## config.mk

```make
export PLATFORM = sky130hd
export DESIGN_NAME = control_sequencer
export DESIGN_NICKNAME = d
export VERILOG_FILES = /design/src/rtl/control_sequencer.sv
export SDC_FILE = /design/constraint.sdc
export NUM_CORES = 1
export LEC_CHECK = 0
export BUFFER_PORTS_ARGS = -buffer_cell sky130_fd_sc_hd__buf_2
export CAP_MARGIN = 10
export CELL_PAD_IN_SITES_DETAIL_PLACEMENT = 1
export CELL_PAD_IN_SITES_GLOBAL_PLACEMENT = 2
export CORE_ASPECT_RATIO = 0.9
export CORE_MARGIN = 2
export CORE_UTILIZATION = 19
export CTS_CLUSTER_DIAMETER = 30
export CTS_CLUSTER_SIZE = 40
export DETAILED_ROUTE_END_ITERATION = 10
export GPL_ROUTABILITY_DRIVEN = 0
export GPL_TIMING_DRIVEN = 0
export HOLD_SLACK_MARGIN = 0.08
export PLACE_DENSITY_LB_ADDON = 0.1
export SYNTH_ARGS = -nofsm -noshare
export SYNTH_HDL_FRONTEND = slang
export SYNTH_SLANG_ARGS = --single-unit
```

## constraint.sdc

```tcl
create_clock -name clk -period 1.1 [get_ports clk]
set_input_delay 0.22 -clock clk [delete_from_list [all_inputs] [get_ports clk]]
set_output_delay 0.22 -clock clk [all_outputs]
set_load 0.005 [all_outputs]
```

## src/rtl/control_sequencer.sv

```systemverilog
// control_sequencer: fetch/execute T-state controller for the 8-bit bus
// datapath. Steps through T0..T4 per opcode and decodes every bus, load
// and ALU strobe from the current step, the opcode and the registered
// ALU flags. It also idles while RAM is being loaded and parks after HLT.
module control_sequencer #(
  parameter int OPC_W = 4,
  parameter int TS_W  = 3
) (
  input  logic             clk,
  input  logic             rst,
  input  logic             program_mode,
  input  logic [OPC_W-1:0] opcode,
  input  logic             flag_c,
  input  logic             flag_z,
  output logic             pc_en,
  output logic             pc_up,
  output logic             pc_ld,
  output logic             mar_ld,
  output logic             ram_rd,
  output logic             ram_wr,
  output logic             ir_ld,
  output logic             ir_en,
  output logic             a_ld,
  output logic             a_en,
  output logic             b_ld,
  output logic             alu_en,
  output logic             alu_sub,
  output logic             flag_ld,
  output logic             out_ld,
  output logic             halted,
  output logic [TS_W-1:0]  tstate
);

  // State codes double as the tstate debug value, so they are fixed here.
  typedef enum logic [2:0] {
    S_T0   = 3'd0,
    S_T1   = 3'd1,
    S_T2   = 3'd2,
    S_T3   = 3'd3,
    S_T4   = 3'd4,
    S_PROG = 3'd6,
    S_HALT = 3'd7
  } state_t;

  localparam logic [OPC_W-1:0] OP_NOP = OPC_W'(4'h0);
  localparam logic [OPC_W-1:0] OP_LDA = OPC_W'(4'h1);
  localparam logic [OPC_W-1:0] OP_ADD = OPC_W'(4'h2);
  localparam logic [OPC_W-1:0] OP_SUB = OPC_W'(4'h3);
  localparam logic [OPC_W-1:0] OP_STA = OPC_W'(4'h4);
  localparam logic [OPC_W-1:0] OP_LDI = OPC_W'(4'h5);
  localparam logic [OPC_W-1:0] OP_JMP = OPC_W'(4'h6);
  localparam logic [OPC_W-1:0] OP_JC  = OPC_W'(4'h7);
  localparam logic [OPC_W-1:0] OP_JZ  = OPC_W'(4'h8);
  localparam logic [OPC_W-1:0] OP_OUT = OPC_W'(4'hE);
  localparam logic [OPC_W-1:0] OP_HLT = OPC_W'(4'hF);

  state_t state_reg;
  state_t state_next;

  // State register; reset wins over everything, including HALT.
  always_ff @(posedge clk) begin
    if (rst) begin
      state_reg <= program_mode ? S_PROG : S_T0;
    end else begin
      state_reg <= state_next;
    end
  end

  // Next-state and strobe decode; every strobe defaults low.
  always_comb begin
    state_next = S_T0;
    pc_en      = 1'b0;
    pc_up      = 1'b0;
    pc_ld      = 1'b0;
    mar_ld     = 1'b0;
    ram_rd     = 1'b0;
    ram_wr     = 1'b0;
    ir_ld      = 1'b0;
    ir_en      = 1'b0;
    a_ld       = 1'b0;
    a_en       = 1'b0;
    b_ld       = 1'b0;
    alu_en     = 1'b0;
    alu_sub    = 1'b0;
    flag_ld    = 1'b0;
    out_ld     = 1'b0;
    halted     = 1'b0;

    case (state_reg)
      S_PROG: begin
        state_next = S_T0;
      end

      S_T0: begin
        pc_en      = 1'b1;
        mar_ld     = 1'b1;
        state_next = S_T1;
      end

      S_T1: begin
        ram_rd     = 1'b1;
        ir_ld      = 1'b1;
        pc_up      = 1'b1;
        state_next = S_T2;
      end

      S_T2: begin
        state_next = S_T0;
        case (opcode)
          OP_LDA, OP_ADD, OP_SUB, OP_STA: begin
            ir_en      = 1'b1;
            mar_ld     = 1'b1;
            state_next = S_T3;
          end
          OP_LDI: begin
            ir_en = 1'b1;
            a_ld  = 1'b1;
          end
          OP_JMP: begin
            ir_en = 1'b1;
            pc_ld = 1'b1;
          end
          OP_JC: begin
            ir_en = flag_c;
            pc_ld = flag_c;
          end
          OP_JZ: begin
            ir_en = flag_z;
            pc_ld = flag_z;
          end
          OP_OUT: begin
            a_en   = 1'b1;
            out_ld = 1'b1;
          end
          OP_HLT: begin
            state_next = S_HALT;
          end
          default: begin
            // NOP and the unassigned opcodes fall straight back to fetch.
            state_next = S_T0;
          end
        endcase
      end

      S_T3: begin
        state_next = S_T0;
        case (opcode)
          OP_LDA: begin
            ram_rd = 1'b1;
            a_ld   = 1'b1;
          end
          OP_ADD, OP_SUB: begin
            ram_rd     = 1'b1;
            b_ld       = 1'b1;
            state_next = S_T4;
          end
          OP_STA: begin
            a_en   = 1'b1;
            ram_wr = 1'b1;
          end
          default: begin
            state_next = S_T0;
          end
        endcase
      end

      S_T4: begin
        state_next = S_T0;
        if (opcode == OP_ADD || opcode == OP_SUB) begin
          alu_en  = 1'b1;
          a_ld    = 1'b1;
          flag_ld = 1'b1;
          alu_sub = (opcode == OP_SUB);
        end
      end

      S_HALT: begin
        halted     = 1'b1;
        state_next = S_HALT;
      end

      default: begin
        state_next = S_T0;
      end
    endcase

    // Program mode aborts whatever is in flight; this cycle's strobes stand.
    if (program_mode) begin
      state_next = S_PROG;
    end
  end

  // NOP is decoded by the default arm above; name kept for readability.
  logic unused_nop;
  assign unused_nop = (opcode == OP_NOP);

  assign tstate = TS_W'(state_reg);

endmodule

```

==> metrics.md <==
| Metric | Value |
|---|---|
| Status | finished with violations |
| Failing checks | design-rule violations, negative setup slack |
| Relative slew margins | 0.815 |
| Routed length per placed instance | approximately 15 um |
| TritonCTS Sinks | 3 |
| Top area cells in the synthesized netlist | dfxtp_1 (12%), buf_6 (6.6%), nor2_1 (5.9%) |
| Layout cell share with drive strength beyond 1 | 0.732 |
| Data arrival time of the worst path | 1220 ps |
| First-pass GRT wire length | around 3.2 mm |
| IO Pins | 28 |
| CP max FO | 7 |
| Hold-fix buffers at CTS | 0 |
| Final hold violation count | 0 |
| Num CTS Buffers | 3 |
| Gr ovfl total | 0 |
| Row Count | 17 |
| Post-synth EDFFs | 0 |
| Port-buffer cells | 27 |
| Leakage | 0.514 nW |
| Tightest Hold Check Type | input pin to flop |
| Post-synth top area cell | dfxtp_1 |
| Clk slew on worst S/H paths | 40 ps |
| Reg2Reg Depth | 5 |
| Clock latency on the worst-skew pair | ~240 ps |
| Clk root buf | clkbuf_4 |
| Avg Cell Area, Syn | 7.33 um2 |
| Worst Setup Path Type | flop to output port |
| Storage cell area | slightly above 70 um2 |
| Clock Path Buffers | 2 |
| Slew Limit Fails | 0 |
| Starting density of the core | 0.204 |
| CTS tree | yes |
| Critical Path Source | tstate[0]$_SDFF_PP0_ |
| Design Area, Final | 0.00109 mm2 |
| Slew @ Worst Pin | between 200 and 300 ps |
| FMAX | 0.692 GHz |
| RR Endpoint | tstate[1]$_DFF_P_ |
| Crit path to | a_en |
| Final setup violation count | 19 |
| DP Worst Slack | -349 ps |
| Post-Route WL | around 2.3 mm |
| Synth Instances | 70 |
| Overall die width | 58.8 um |
| DP HPWL | 1.36 mm |
| Cell with the most instances after synthesis | nor2_1 |
| Worst path required time | 880 ps |
| Worst setup SP type | flop |
| CTS H-tree lvls | 1 |
| Tot GR Track Use | 0.138 |
| Via count | 712 |
| RSZ-0062 raised after global routing | true |
| Vias in the first global route | 650 |
| Fin worst setup slack | -344 ps |
| Area occupied by multi-input gates | 493 um2 |
| Via/cell ratio | 4.72 |
| Setup Skew | 2.52 ps |
| Largest register FFs | 3 |
| Tcrit/Tclk final | 1.31 |
| Worst R2R Start | tstate[2]$_DFF_P_ |
| Drt first pass iters | 7 |
| Flop2flop setup slack | -60 ps |
| Async set-or-reset flop fraction in the synthesized netlist | 0 |
| Mapped Area | 513 um2 |
| Power per cell area | about 630 mW/mm2 |
| Ys flop type | dfxtp_1 |
| Peak supply drop | 0.609 mV |
| Largest net degree at the start of global routing | 11 |
| Area grow syn2layout | 113% |
| Fin crit period | between 1000 and 1500 ps |
| Core footprint | 0.00251 mm2 |
| Distinct cells, synth | 39 |
| Max-Cap Viols | 0 |
| Die Y | 53.3 um |
| CP Capture Type | output port |
| Diodes inserted | 0 |
| Ys Warns | 0 |
| Die ar. | 0.00313 mm2 |
| Detailed-route DRC error count | 4 |
| DR iter-0 viols | 13 |
| Final ANT Viol Nets | 0 |
| Antenna violations before repair | 0 |
| Post-synthesis sequential area ratio | 0.117 |
| Area fraction of the dominant cell type after synthesis | 0.117 |
| Flop and latch count out of synthesis | 3 |
| Total placed instance area | 707 um2 |
| Synth cell count leaders | nor2_1 (8), nand2_1 (5) |
| Synth Net Count | 79 |
| NumNets Final | 133 |
| # fillers | 305 |
-- final cells by class --
class,instances,area share
Inverter,3,0.0103
Buffer,9,0.107
Clock buffer,4,0.0240
Tap cell,28,0.0320
Multi-Input combinational cell,55,0.450
Sequential cell,3,0.0651
Timing Repair Buffer,49,0.311
-- placed cells by master, fill, tap and decap left out, types with 3 or more instances in the layout --
| cell type | instances |
|---|---|
| nor2_1 | 4 |
| nand3b_1 | 3 |
| inv_1 | 3 |
| dfxtp_4 | 3 |
| nand2_1 | 3 |
| and3_4 | 3 |
| nor2_4 | 3 |
| clkbuf_4 | 3 |
| buf_8 | 4 |
| buf_4 | 20 |
| buf_2 | 23 |
| a21oi_2 | 3 |
| buf_6 | 10 |
-- repair_timing --
action	in CTS	in global routing
setup buffers	10	12
resized for setup	24	25
pin swaps	11	13
endpoints found under the setup margin	17	19
-- per-layer routing --
metal | wire, um | share of wire | track usage | up-vias
met5 | 0 | 0 | 0 | -
met4 | 13 | 0.0056 | 0.0455 | 0
met3 | 92 | 0.040 | 0.0244 | 2
met2 | 1110 | 0.48 | 0.202 | 20
met1 | 1100 | 0.47 | 0.199 | 331
li1 | - | - | - | 359
-- worst min path at each step --
stage / start / endpoint / slack, ps / depth (start not counted)
after floorplan: program_mode / tstate[1]$_DFF_P_ / 320 / 2
after global placement: rst / tstate[1]$_DFF_P_ / 460 / 2
after detailed placement: rst / tstate[1]$_DFF_P_ / 460 / 2
after CTS: rst / tstate[1]$_DFF_P_ / 200 / 2
after global routing: rst / tstate[1]$_DFF_P_ / 210 / 2
final: rst / tstate[1]$_DFF_P_ / 210 / 2
-- through the flow --
step | instances | total power, W | hold slack, ps | util | setup TNS [ps]
after detailed placement | 125 | 0.000335 | 464 | 0.282 | -3500
after floorplan | 70 | 0.000260 | 318 | - | -85.8
after global placement | 125 | 0.000335 | 461 | 0.282 | -3470
after global routing | 151 | 0.000735 | 209 | 0.436 | -5480
final | 151 | 0.000685 | 210 | 0.436 | -4420
after CTS | 139 | 0.000603 | 205 | 0.360 | -4600
-- logic make-up (layout without fill, tap and decap cells) --
| family | count (synthesis) | in the layout | share of synthesized area |
|---|---|---|---|
| flops | 3 | 3 | 0.117 |
| simple gates | 37 | 37 | 0.459 |
| buf+inv | 12 | 65 | 0.154 |
| compound gates | 16 | 16 | 0.237 |
| xor+xnor | 2 | 2 | 0.0342 |
-- where the power goes --
| part | total [W] | internal, W | switching, W |
|---|---|---|---|
| combinational | 0.000356 | 0.000194 | 0.000162 |
| sequential | 0.000128 | 0.000115 | 0.0000137 |
| clock | 0.000201 | 0.000136 | 0.0000645 |
-- worst max-delay path, stage by stage (launching register included) --
cell and delay (ps):
dfxtp_4 360, buf_8 130, nand3b_1 230, a21oi_2 150, buf_2 120
(Power assumes the default switching activity.)
